<file path="src/rtl/dtc_pkg.sv">
// Shared types and sizing helpers for the pipelined decision-tree classifier.
// Tree layout is a heap: internal nodes first, then leaves.
package dtc_pkg;

    // Upper bound on feature-index width held in a node entry (up to 256 features).
    localparam int FIDX_W = 8;

    typedef struct packed {
        logic              inv;
        logic [FIDX_W-1:0] fidx;
    } node_entry_t;

    function automatic int fi_w(input int n_inp);
        return (n_inp > 1) ? $clog2(n_inp) : 1;
    endfunction

    function automatic int n_nodes(input int depth);
        return (1 << depth) - 1;
    endfunction

    function automatic int n_leaves(input int depth);
        return 1 << depth;
    endfunction

    function automatic int addr_w(input int depth);
        return $clog2((1 << (depth + 1)) - 1);
    endfunction

    function automatic logic is_node_addr(input int addr, input int depth);
        return addr < n_nodes(depth);
    endfunction

    function automatic logic is_leaf_addr(input int addr, input int depth);
        return (addr >= n_nodes(depth)) && (addr < n_nodes(depth) + n_leaves(depth));
    endfunction

endpackage

</file>
<file path="src/rtl/dtc_level_stage.sv">
// One decision level: selects a feature bit, applies the node's invert flag,
// steps to the child node and registers {valid, sample, node} unless held.
module dtc_level_stage
    import dtc_pkg::*;
#(
    parameter int N_INP = 12,
    parameter int AW    = 5
) (
    input  logic             clk,
    input  logic             rst,
    input  logic             hold_i,
    input  logic             valid_i,
    input  logic [N_INP-1:0] data_i,
    input  logic [AW-1:0]    node_i,
    input  node_entry_t      entry_i,
    output logic             valid_o,
    output logic [N_INP-1:0] data_o,
    output logic [AW-1:0]    node_o
);

    logic             bit_sel;
    logic             decision;
    logic             valid_q, valid_d;
    logic [N_INP-1:0] data_q, data_d;
    logic [AW-1:0]    node_q, node_d;

    // NOTE: combinational blocks use blocking assignments with every output defaulted first, so no latch is inferred.
    always_comb begin
        bit_sel = 1'b0;
        for (int i = 0; i < N_INP; i++) begin
            if (entry_i.fidx == FIDX_W'(i)) begin
                bit_sel = data_i[i];
            end
        end
        decision = bit_sel ^ entry_i.inv;

        valid_d = valid_q;
        data_d  = data_q;
        node_d  = node_q;
        if (!hold_i) begin
            valid_d = valid_i;
            data_d  = data_i;
            node_d  = (node_i << 1) + AW'(1) + AW'(decision);
        end
    end

    // NOTE: only the valid bit needs reset; payload registers are qualified by it.
    always_ff @(posedge clk) begin
        if (rst) begin
            valid_q <= 1'b0;
        end else begin
            valid_q <= valid_d;
        end
        data_q <= data_d;
        node_q <= node_d;
    end

    assign valid_o = valid_q;
    assign data_o  = data_q;
    assign node_o  = node_q;

endmodule

</file>
<file path="src/rtl/dtc_pipe_eval.sv">
// Programmable pipelined decision-tree classifier: one tree level per stage,
// run-time loadable node/leaf tables, valid/ready streaming with backpressure.
module dtc_pipe_eval
    import dtc_pkg::*;
#(
    parameter  int N_INP = 12,
    parameter  int DEPTH = 4,
    parameter  int OUT_W = 1,
    localparam int FI_W  = fi_w(N_INP),
    localparam int AW    = addr_w(DEPTH),
    localparam int DW    = (FI_W + 1 > OUT_W) ? FI_W + 1 : OUT_W
) (
    input  logic             clk,
    input  logic             rst,
    input  logic             in_valid,
    output logic             in_ready,
    input  logic [N_INP-1:0] in_data,
    output logic             out_valid,
    input  logic             out_ready,
    output logic [OUT_W-1:0] out_data,
    input  logic             cfg_we,
    output logic             cfg_ready,
    input  logic [AW-1:0]    cfg_addr,
    input  logic [DW-1:0]    cfg_data
);

    localparam int N_NODES  = n_nodes(DEPTH);
    localparam int N_LEAVES = n_leaves(DEPTH);

    node_entry_t      node_tbl_q [N_NODES];
    logic [OUT_W-1:0] leaf_tbl_q [N_LEAVES];

    // Index 0 is the pipe input; index l is the output of level l.
    logic             stg_valid [DEPTH+1];
    logic [N_INP-1:0] stg_data  [DEPTH+1];
    logic [AW-1:0]    stg_node  [DEPTH+1];

    logic             stall;
    logic             cfg_acc;
    logic             pipe_busy;
    logic [DEPTH-1:0] out_leaf;
    logic             out_valid_q, out_valid_d;
    logic [OUT_W-1:0] out_data_q, out_data_d;

    always_comb begin
        pipe_busy = 1'b0;
        for (int l = 1; l <= DEPTH; l++) begin
            pipe_busy = pipe_busy | stg_valid[l];
        end
    end

    // Config is only granted on an empty, quiet pipe so every sample sees one table.
    assign stall     = out_valid_q && !out_ready;
    assign cfg_ready = !pipe_busy && !out_valid_q && !in_valid;
    assign cfg_acc   = cfg_we && cfg_ready;
    assign in_ready  = !stall && !cfg_acc;

    assign stg_valid[0] = in_valid && in_ready;
    assign stg_data[0]  = in_data;
    assign stg_node[0]  = '0;

    for (genvar l = 1; l <= DEPTH; l++) begin : g_level
        dtc_level_stage #(
            .N_INP(N_INP),
            .AW   (AW)
        ) u_stage (
            .clk    (clk),
            .rst    (rst),
            .hold_i (stall),
            .valid_i(stg_valid[l-1]),
            .data_i (stg_data[l-1]),
            .node_i (stg_node[l-1]),
            .entry_i(node_tbl_q[stg_node[l-1][DEPTH-1:0]]),
            .valid_o(stg_valid[l]),
            .data_o (stg_data[l]),
            .node_o (stg_node[l])
        );
    end

    // NOTE: the tables are reset entry by entry because a defined post-reset tree is part of the contract.
    always_ff @(posedge clk) begin
        if (rst) begin
            for (int i = 0; i < N_NODES; i++) begin
                node_tbl_q[i] <= '0;
            end
            for (int k = 0; k < N_LEAVES; k++) begin
                leaf_tbl_q[k] <= '0;
            end
        end else if (cfg_acc) begin
            if (is_node_addr(int'(cfg_addr), DEPTH)) begin
                node_tbl_q[cfg_addr[DEPTH-1:0]] <= '{inv: cfg_data[FI_W], fidx: FIDX_W'(cfg_data[FI_W-1:0])};
            end else if (is_leaf_addr(int'(cfg_addr), DEPTH)) begin
                leaf_tbl_q[DEPTH'(cfg_addr - AW'(N_NODES))] <= cfg_data[OUT_W-1:0];
            end
        end
    end

    assign out_leaf = DEPTH'(stg_node[DEPTH] - AW'(N_NODES));

    always_comb begin
        out_valid_d = out_valid_q;
        out_data_d  = out_data_q;
        if (!stall) begin
            out_valid_d = stg_valid[DEPTH];
            if (stg_valid[DEPTH]) begin
                out_data_d = leaf_tbl_q[out_leaf];
            end
        end
    end

    always_ff @(posedge clk) begin
        if (rst) begin
            out_valid_q <= 1'b0;
            out_data_q  <= '0;
        end else begin
            out_valid_q <= out_valid_d;
            out_data_q  <= out_data_d;
        end
    end

    assign out_valid = out_valid_q;
    assign out_data  = out_data_q;

endmodule

</file>
<file path="config.mk">
export PLATFORM = sky130hd
export DESIGN_NAME = dtc_pipe_eval
export DESIGN_NICKNAME = d
export VERILOG_FILES = /design/src/rtl/dtc_pkg.sv /design/src/rtl/dtc_level_stage.sv /design/src/rtl/dtc_pipe_eval.sv
export SDC_FILE = /design/constraint.sdc
export NUM_CORES = 1
export LEC_CHECK = 0
export BUFFER_PORTS_ARGS = -buffer_cell sky130_fd_sc_hd__buf_4
export CORE_MARGIN = 2
export CORE_UTILIZATION = 60
export DETAILED_ROUTE_END_ITERATION = 8
export PLACE_DENSITY = 0.79
export SKIP_CTS_REPAIR_TIMING = 1
export SYNTH_ARGS = -nofsm -noshare
export SYNTH_HDL_FRONTEND = slang
export SYNTH_SLANG_ARGS = --single-unit
</file>
<file path="constraint.sdc">
create_clock -name clk -period 3.79 [get_ports clk]
set_input_delay 0.1895 -clock clk [delete_from_list [all_inputs] [get_ports clk]]
set_output_delay 0.1895 -clock clk [all_outputs]
set_load 0.05 [all_outputs]
</file>
Yosys cells after proc, flatten, opt, wreduce, memory -nomap -nowiden
Memories as Yosys holds them, arrays and structs flattened. A register that Yosys moved wholly into a read port is not among the register bits.
Cells that the tools add are included.

word-level totals
  flip-flop bits (word level) = 55
  RAM bits = 91
  input bits = 27
  word-level logic and storage cells = 166
  memories = 2

operators by class
  $add $sub $neg = 9
  order comparisons = 3
  equal/unequal tests = 44
  mux-type cells = 68
  bitwise gates (word level) = 8
  reductions and logical operators = 20

memories
  name        depth  bits a word  read ports  clocked after Yosys merged registers in  write ports  line                 text
  node_tbl_q  15     5            4           3                                        15           dtc_pipe_eval.sv:30  node_entry_t node_tbl_q [N_NODES];
  leaf_tbl_q  16     1            1           1                                        16           dtc_pipe_eval.sv:31  logic [OUT_W-1:0] leaf_tbl_q [N_LEAVES];

operator list
  cell                                                                                 count
  8-bit by 3-bit equality test with 1-bit output, second input constant                16
  8-bit by 4-bit equality test with 1-bit output, second input constant                16
  8-bit by 2-bit equality test with 1-bit output, second input constant                8
  1-bit two-way mux                                                                    62
  8-bit by 1-bit equality test with 1-bit output, second input constant                4
  8-bit zero test                                                                      4
  4-bit two-way mux                                                                    5
  4-bit by 1-bit adder with 4-bit output                                               3
  4-bit by 1-bit adder with 4-bit output, second input constant                        2
  4-bit subtractor, second input constant                                              2
  1-bit logical AND                                                                    7
  1-bit zero test                                                                      6
  5-bit by 4-bit greater-or-equal comparator with 1-bit output, second input constant  1
  5-bit by 4-bit < comparator with 1-bit output, second input constant                 1
  5-bit < comparator, second input constant                                            1
  5-bit two-way mux                                                                    1
  5-bit OR reduction                                                                   1
  3-bit by 1-bit adder with 4-bit output, second input constant                        1
  1-bit bitwise XOR                                                                    4
  1-bit bitwise OR                                                                     3
  1-bit by 1-bit adder with 2-bit output, first input constant                         1
  2-bit AND reduction                                                                  1
  1-bit inverter                                                                       1
  1-bit OR reduction                                                                   1

Longest topological paths before layout
Gate-level depths: netlist (run 1).
An unclocked memory read counts as a cell.

  word-level depth = 17
  depth in mapped cells = 12
  gate-level depth less buffers = 11

By module
A second synthesis (run 1) with hierarchy kept.

second synthesis, totals
  cells, all modules = 695
  area, all modules = 9954.5 um2

modules (own cells, without submodules)
  module           instances  cells each  area each (um2)  sequential area each (um2)
  dtc_pipe_eval    1          399         6145.9           2922.8
  dtc_level_stage  4          74          952.2            530.5

Least setup slack after synthesis (run 1)
Ideal clock, no wire load.

  kind = reg2reg
  start = reg out_valid_q, in the netlist out_valid
  end = mem node_tbl_q[3][0] (netlist bit), enable pin
  library setup time = 300 ps
  arrival time = 3414 ps
  data required time = 3490 ps
  setup slack = 76 ps
  cell stages (with the launch flop) = 8
  buffers on the path = 1
  path through = dfxtp_1 > or4_1 > nor3_1 > nand2_1 > or4_1 > clkbuf_1 > nor2_1 > or2_2

RTL lines
  element                 line                  text
  start, declared         dtc_pipe_eval.sv:42   logic out_valid_q, out_valid_d;
  start signal, assigned  dtc_pipe_eval.sv:116  out_valid_q <= out_valid_d;
  end, declared           dtc_pipe_eval.sv:30

==> results of run 1 <==
-- path summary, 6_finish.rpt --
kind,startpoint,endpoint,cells after the start
worst max-delay path,flop,g_level[3].u_stage.node_o[3],9
worst min-delay path,in_valid,g_level[1].u_stage.valid_o,3
worst max register to register,flop,g_level[3].u_stage.node_o[3],9
worst min register to register,out_data,out_data,2
-- synth_stat cells (2+ instances only) --
library cell,n
and2_1,54
or2_2,12
mux2i_1,31
a211oi_1,3
a31o_2,4
nand3_1,15
a2bb2oi_1,2
nor4_1,2
mux4_1,12
nand2b_1,3
ha_1,2
mux4_2,43
buf_2,6
a41o_1,6
xnor2_1,4
edfxtp_1,146
a21oi_1,13
o21ai_0,6
and3_1,34
a22oi_1,4
a21o_1,12
or4_1,2
inv_1,9
mux2_4,2
clkbuf_1,34
nor3_1,3
o211ai_1,2
nor2b_1,9
dfxtp_1,16
a31oi_1,4
nand2_1,27
xor2_1,6
mux2_2,11
nor2_1,35
-- final cells by class --
| type | count | area, um2 |
|---|---|---|
| clock buffers | 20 | 437 |
| repair buffers | 54 | 435 |
| well taps | 180 | 225 |
| multi-input cells | 387 | 3540 |
| inverters | 10 | 37.5 |
| clock inverters | 12 | 108 |
| fillers | 900 | 4340 |
| flip-flops and latches | 162 | 4700 |
-- registers in the layout (all words and copies together) (netlist names), named ones only --
signal / flops
node_tbl_q: 80
out_data: 1
g_level.u_stage.valid_o: 4
out_valid: 1
leaf_tbl_q: 16
g_level.u_stage.node_o: 14
g_level.u_stage.data_o: 36
-- layout by cell type (no fill, tap or decap), types with 6 or more instances in the layout --
cell           synthesis  final
dlygate4sd3_1          0     12
nor2b_1                9      9
a41o_1                 6      6
a21oi_1               13     13
and2_1                54     54
xor2_1                 6      6
and3_1                34     34
mux2i_1               31     31
mux4_1                12     12
mux4_2                43     43
nand2_1               27     27
o21ai_0                6      6
buf_4                  1     42
nand3_1               15     15
dfxtp_1               16     16
a21o_1                12     12
nor2_1                35     35
mux2_2                11     11
edfxtp_1             146    146
clkbuf_16              0     17
or2_2                 12     12
inv_1                  9      8
-- per-stage QoR --
step / setup slack (ns) / util, % / total power [uW] / instance area [um2]
final: 0.406 / 68.6 / 6410 / 9490
after global routing: 0.242 / 68.6 / 6690 / 9490
after CTS: 0.402 / 67.7 / 6380 / 9360
after detailed placement: 0.447 / 63.8 / 4770 / 8820
after global placement: 0.508 / 63.8 / 4690 / 8820
after floorplan: 0.0756 / - / 4260 / 8460
-- logic make-up after synthesis --
logic type      Yosys count  share of synthesized area [%]
flops                   162                           55.7
buf+inv                  53                           2.71
xor+xnor                 12                           1.56
simple gates            202                           13.0
other cells               1                         0.0444
compound gates           66                           5.78
mux                     100                           20.9
fa+ha+maj                 2                          0.296
-- routing by layer --
layer / vias up / part of all wire, % / routed length [um] / track usage [%]
li1: 2376 / - / - / -
met1: 2738 / 39 / 7800 / 38.3
met2: 302 / 49 / 9760 / 44.2
met3: 41 / 8.4 / 1660 / 5.58
met4: 0 / 3.1 / 608 / 11.9
met5: - / 0 / 0 / 0
-- critical path: cells and delay by family, from the launching register on --
family                 cells  cell delay [ns]
AO/OA/AOI/OAI              2             0.72
buffers and inverters      1             0.21
flip-flops                 1             0.34
XOR/XNOR                   2             0.47
AND/OR/NAND/NOR            1             0.16
multiplexers               3             1.22
-- power by group through the flow --
stage          registers, uW  clock network, uW  logic [uW]
2_1_floorplan           2320                  0        1940
3_3_place_gp            2460                  0        2230
3_5_place_dp            2460                  0        2300
4_1_cts                 2440               1610        2330
5_1_grt                 2460               1690        2530
6_report                2450               1610        2350
==> results.yml, run 1 <==
outcome:
  outcome: "complete, no violations"
drt:
  wl_um: 19800
  dr.pass1.iters: 8
  avgViaCountPerCell: 6.61
  vias: 5457
  wl_per_cell_um: 24.0
  drc: 0
  drt_iter0_markers: 738
  drtAntennaViolNets: 0
timing:
  grt_setup_unrepaired: "no"
  relSlewSlack_pct: 49.6
  tns_ns: 0
  hold_violations: 0
  worst_pin_slew_ns: 0.750
  min_period_over_period_pct: 89.3
  setup_violations: 0
  fin_crit_ns: 3.38
  fmax_ghz: 0.296
  skew_ns: 0.0112
  whs_ns: 0.0527
  slew_violations: 0
floorplanning:
  core_um2: 13800
  start_util_pct: 61.0
  die_h_um: 123
  dieArea_um2: 15000
  ios: 31
  rows: 43
  die_x_um: 123
power_and_ir_drop:
  peakVddDrop_v: 0.000437
  power_switching_uw: 2120
  power_frac_seq_pct: 38.2
  p_int_uw: 4290
  p_leak_uw: 0.00372
  p_clk_share_pct: 25.1
  p_sw_share_pct: 33.0
  combPwrFrac_pct: 36.7
  p_per_area_nw_per_um2: 676
yosys:
  ys_warn_count: 0
  synth_edf_count: 146
  netlist.area_leader.share_pct: 51.9
  syn_inst: 598
  synth-seq-cells: 162
  yosys.area.top_type: "edfxtp_1"
  avgSynthCellArea_um2: 14.1
  async_flop_share_pct: 0
  synth-main-ff-cell: "edfxtp_1"
  ys_seq_area_share_pct: 55.7
  synthesis.area_um2: 8440
  synth_cell_types: 58
  netlist_top_cells_area: "edfxtp_1, mux4_2, and2_1"
cts:
  numCtsBuffers: 17
  clkLatencyLatePin_ns: 0.43
  h-tree-depth: 4
  root_buffer: "clkbuf_16"
  cts.sinks: 162
  cts_tree: "done"
  clk_path_buf_depth: 2
  clk_pin_slew_worst_paths_ns: 0.07
setup_path:
  crit_chain: "buf_4, mux4_1, mux2_2, o21ai_0, mux2_2, o311ai_2, xor2_4, nand3_1, xnor2_1"
  cp.arrival_ns: 3.56
  start_kind: "flop"
  crit_slowest_cell: "mux4_1"
  cpMostUsedCell: "mux2_2"
  reg2reg_setup_slack_ns: 0.41
  worstSetupPathType: "reg2reg"
  critical_path.max_stage_delay_ns: 0.55
  end_kind: "flop"
  cp_max_fo: 11
  required_ns: 3.97
cells_and_area:
  diodes: 0
  fin_nets: 661
  layout.cells.non_filler: 825
  area_delta_synth_final_pct: 12.4
  drive_gt1_share_pct: 23.6
global_routing:
  grt_usage_pct: 28.0
  grt_pass1_wl_um: 30200
  antenna_found_initial: 0
  grt_pass1_vias: 5179
  overflow: 0
  grt_max_degree: 41
worst_hold_path:
  hold_class: "in2reg"
place:
  dp_cells: 781
  io_buffers: 30
  place_hpwl_um: 14200
  gp_congestion: 0.944
flow_run:
  cap_violations: 0
No activity file was read; power rests on OpenSTA's default activity.
==> run 2, diff against run 1 <==
Settings changed: MAX_ROUTING_LAYER set to met4.
==> results.yml, run 2 (same netlist as run 1, synthesis figures left out) <==
global_routing:
  antenna_found_initial: 1
  overflow: 0
  grt_max_degree: 41
  grt_usage_pct: 29.7
  grt_pass1_vias: 5304
  grt_pass1_wl_um: 30800
setup_path:
  critical_path.max_stage_delay_ns: 0.57
  end_kind: "flop"
  cpMostUsedCell: "mux2i_1"
  crit_chain: "buf_4, mux4_1, mux2i_1, mux2i_2, mux2i_1, mux2_2, o311ai_2, xor2_4, nand3_1, xnor2_1"
  cp.arrival_ns: 3.60
  start_kind: "flop"
  required_ns: 3.97
  cp_max_fo: 9
  crit_slowest_cell: "mux4_1"
  worstSetupPathType: "reg2reg"
floorplanning:
  start_util_pct: 61.0
  die_x_um: 123
  core_um2: 13800
  rows: 43
  die_h_um: 123
  dieArea_um2: 15000
  ios: 31
place:
  dp_cells: 781
  place_hpwl_um: 14700
  gp_congestion: 0.960
  io_buffers: 30
cts:
  clk_path_buf_depth: 2
  clkLatencyLatePin_ns: 0.43
  cts_tree: "done"
  numCtsBuffers: 17
  h-tree-depth: 4
  root_buffer: "clkbuf_16"
  clk_pin_slew_worst_paths_ns: 0.07
  cts.sinks: 162
power_and_ir_drop:
  p_per_area_nw_per_um2: 695
  p_total_uw: 6640
  p_leak_uw: 0.00374
  peakVddDrop_v: 0.000440
timing:
  worst_pin_slew_ns: 1.18
  skew_ns: 0.0128
  hold_violations: 0
  relSlewSlack_pct: 20.4
  min_period_over_period_pct: 90.2
  slew_violations: 0
  grt_setup_unrepaired: "no"
  fin_crit_ns: 3.42
  setup_violations: 0
  tns_ns: 0
  fmax_ghz: 0.293
cells_and_area:
  final_common_cell: "edfxtp_1"
  drive_gt1_share_pct: 23.6
  final_cell_mix: "edfxtp_1, and2_1, mux4_2"
  layout.cells.non_filler: 826
  fill_cells: 903
  regMostFlops: "node_tbl_q"
  largest_reg_flops: 80
  area_delta_synth_final_pct: 13.2
  fin_nets: 661
drt:
  vias: 5448
  dr.pass1.iters: 7
  wl_per_cell_um: 24.5
  drtAntennaViolNets: 0
  drc: 0
  wl_um: 20200
  drt_iter0_markers: 601
  avgViaCountPerCell: 6.60
outcome:
  outcome: "complete, no violations"
flow_run:
  cap_violations: 0
worst_hold_path:
  hold_class: "in2reg"
==> run 2: changes by cell type in the layout (fill, tap and decap cells not counted), sizes merged <==
cell / before / now
bufinv: 1 / 4
clkbuf: 20 / 19
clkinv: 7 / 3
clkinvlp: 3 / 5
diode: 0 / 1
==> run 2: report_power, final <==
| group | internal, uW | switching (uW) |
|---|---|---|
| registers | 2200 | 257 |
| clock network | 1100 | 705 |
| logic | 1200 | 1180 |
==> run 2: final cells by class <==
cell class	instances	area, um2	share of cell area, %
repair buffers	54	435	4.56
flip-flops and latches	162	4700	49.2
clock buffers	19	433	4.53
multi-input cells	387	3530	37.0
well taps	180	225	2.36
diodes	1	2.50	0.0262
clock inverters	13	185	1.94
inverters	10	37.5	0.393
==> run 2: worst paths after layout <==
path	startpoint	slack (ns)	cells after the start	end
min	in_valid	0.02	3	g_level[1].u_stage.valid_o
max reg2reg	flop	0.37	10	g_level[3].u_stage.node_o[3]
min reg2reg	g_level[1].u_stage.data_o[10]	0.45	0	g_level[2].u_stage.data_o[10]
max	flop	0.37	10	g_level[3].u_stage.node_o[3]
==> run 2: stage by stage <==
| stage | hold slack (ns) | cell area (um2) | util (%) | worst slack (ns) |
|---|---|---|---|---|
| 4_1_cts | -0.0707 | 9430 | 68.2 | 0.355 |
| 5_1_grt | 0.0206 | 9560 | 69.1 | 0.177 |
| 3_5_place_dp | 0.380 | 8820 | 63.8 | 0.343 |
| 6_report | 0.0236 | 9560 | 69.1 | 0.373 |
| 3_3_place_gp | 0.378 | 8820 | 63.8 | 0.471 |
| 2_1_floorplan | 0.288 | 8460 | - | 0.0756 |
==> run 2: worst max-delay path, delay by kind of cell (launching register included) <==
family	cells	cell delay (ns)
AO/OA/AOI/OAI	1	0.38
AND/OR/NAND/NOR	1	0.14
multiplexers	5	1.47
buffers and inverters	1	0.25
XOR/XNOR	2	0.46
flip-flops	1	0.46
==> run 2: per-layer routing <==
metal | global-route usage [%] | vias to the layer above | wire length [um] | part of all wire [%]
li1 | - | 2379 | - | -
met1 | 37.8 | 2726 | 7940 | 39
met2 | 45.4 | 292 | 9960 | 49
met3 | 7.20 | 51 | 1650 | 8.1
met4 | 13.8 | 0 | 685 | 3.4
met5 | - | - | 0 | 0
==> run 3, diff against run 2 <==
Settings changed: BUFFER_PORTS_ARGS -buffer_cell sky130_fd_sc_hd__buf_4 to unset, DONT_BUFFER_PORTS set to 1, PLACE_DENSITY 0.79 to unset, PLACE_DENSITY_LB_ADDON set to 0.3.
==> results.yml, run 3 (same netlist as run 1, synthesis figures left out) <==
outcome:
  outcome: "complete, no violations"
setup_path:
  end_kind: "flop"
  critical_path_buf_inv_count: 1
  crit_chain: "buf_4, mux4_1, mux4_2, mux2_4, o2111ai_2, o311ai_2, xor2_4, nand3_1, xnor2_1"
  cp.arrival_ns: 3.63
  critical_path.max_stage_delay_ns: 0.62
  crit_slowest_cell: "mux4_1"
  cp_max_fo: 15
  crit_family: "multiplexers"
  start_kind: "flop"
  worstSetupPathType: "reg2reg"
  required_ns: 4.00
drt:
  vias: 5322
  avgViaCountPerCell: 6.61
  wl_um: 20000
  drt_iter0_markers: 690
  wl_per_cell_um: 24.8
  dr.pass1.iters: 5
  drc: 0
  drtAntennaViolNets: 0
floorplanning:
  dieArea_um2: 15000
  rows: 43
  ios: 31
  core_um2: 13800
  start_util_pct: 61.0
  die_x_um: 123
  die_h_um: 123
cells_and_area:
  regMostFlops: "node_tbl_q"
  final_common_cell: "edfxtp_1"
  final_cell_area_um2: 9380
  regArea_um2: 4700
  multi_input_area_um2: 3540
  largest_reg_flops: 80
  final_cell_mix: "edfxtp_1, and2_1, mux4_2"
  area_delta_synth_final_pct: 11.1
  fin_nets: 640
  fill_cells: 917
  drive_gt1_share_pct: 20.2
global_routing:
  grt_usage_pct: 29.0
  grt_max_degree: 41
  grt_pass1_wl_um: 30100
  grt_pass1_vias: 5194
  overflow: 0
  antenna_found_initial: 1
power_and_ir_drop:
  power_switching_uw: 2170
  p_per_area_nw_per_um2: 690
  power_frac_seq_pct: 38.0
  combPwrFrac_pct: 36.0
  p_sw_share_pct: 33.6
  p_clk_share_pct: 26.1
  peakVddDrop_v: 0.000406
  p_int_uw: 4300
  p_leak_uw: 0.00363
timing:
  hold_violations: 0
  tns_ns: 0
  fmax_ghz: 0.292
  timing.final.ws_setup_ns: 0.366
  fin_crit_ns: 3.42
  grt_setup_unrepaired: "no"
  setup_violations: 0
  relSlewSlack_pct: 28.4
  skew_ns: 0.0206
  worst_pin_slew_ns: 1.08
  min_period_over_period_pct: 90.4
  whs_ns: 0.00624
  slew_violations: 0
cts:
  cts_tree: "done"
  clkLatencyLatePin_ns: 0.45
  numCtsBuffers: 17
  h-tree-depth: 4
  root_buffer: "clkbuf_16"
  clk_pin_slew_worst_paths_ns: 0.07
  clk_path_buf_depth: 2
  cts.sinks: 162
place:
  io_buffers: 0
  gp_congestion: 0.910
  dp_slack_ns: 0.396
  place_hpwl_um: 14000
  place_area_um2: 8610
flow_run:
  cap_violations: 0
worst_hold_path:
  hold_class: "in2reg"
## run 3: cell types whose count changed in the layout (fill, tap and decap cells not counted)
cell           change
bufinv_16          -3
clkinv_1           +1
clkinv_4           +3
nor3_1             -1
inv_6              +4
clkinv_8           +1
clkbuf_1           -2
nor3_2             +1
clkinv_2           -1
clkinvlp_4         -3
dlygate4sd3_1      +7
buf_4             -28
## run 3: power groups by stage
| stage | combinational [uW] | sequential, uW | clock (uW) |
|---|---|---|---|
| 2_1_floorplan | 1940 | 2320 | 0 |
| 3_3_place_gp | 2190 | 2480 | 0 |
| 3_5_place_dp | 2260 | 2480 | 0 |
| 4_1_cts | 2280 | 2450 | 1690 |
| 5_1_grt | 2490 | 2480 | 1780 |
| 6_report | 2330 | 2460 | 1690 |
## run 3: worst paths after layout
path	startpoint	to	slack, ns	cells after the start
worst max-delay path	flop	g_level[3].u_stage.node_o[3]	0.37	9
worst min register to register	g_level[1].u_stage.data_o[3]	g_level[2].u_stage.data_o[3]	0.47	0
worst min-delay path	cfg_addr[0]	leaf_tbl_q[8]	0.006	1
worst max register to register	flop	g_level[3].u_stage.node_o[3]	0.37	9
## run 3: layer usage
metal / GRT usage (%) / wire, um / up-vias
met5: - / 0 / -
met4: 10.5 / 438 / 0
met3: 8.92 / 1910 / 36
met2: 44.9 / 9920 / 294
met1: 36.6 / 7730 / 2649
li1: - / - / 2343
## run 3: cell type report
cell class	count	area share (%)
Antenna cell	1	0.0267
Clock buffer	17	4.54
Clock inverter	15	1.59
Inverter	10	0.400
Multi-Input combinational cell	387	37.7
Sequential cell	162	50.2
Tap cell	180	2.40
Timing Repair Buffer	33	3.15
## run 3: worst register-to-register path, stage by stage, from the launching register on
cell       delay (ns)
dfxtp_1          0.39
buf_4            0.27
mux4_1           0.62
mux4_2           0.55
mux2_4           0.34
o2111ai_2        0.20
o311ai_2         0.20
xor2_4           0.34
nand3_1          0.14
xnor2_1          0.14
## run 3: stage by stage
| step | utilization (%) | std cells | total power (uW) |
|---|---|---|---|
| finish | 67.8 | 805 | 6470 |
| global route | 67.8 | 805 | 6750 |
| CTS | 66.4 | 785 | 6430 |
| detailed placement | 62.3 | 753 | 4750 |
| global placement | 62.3 | 753 | 4660 |
| floorplan | - | 602 | 4260 |
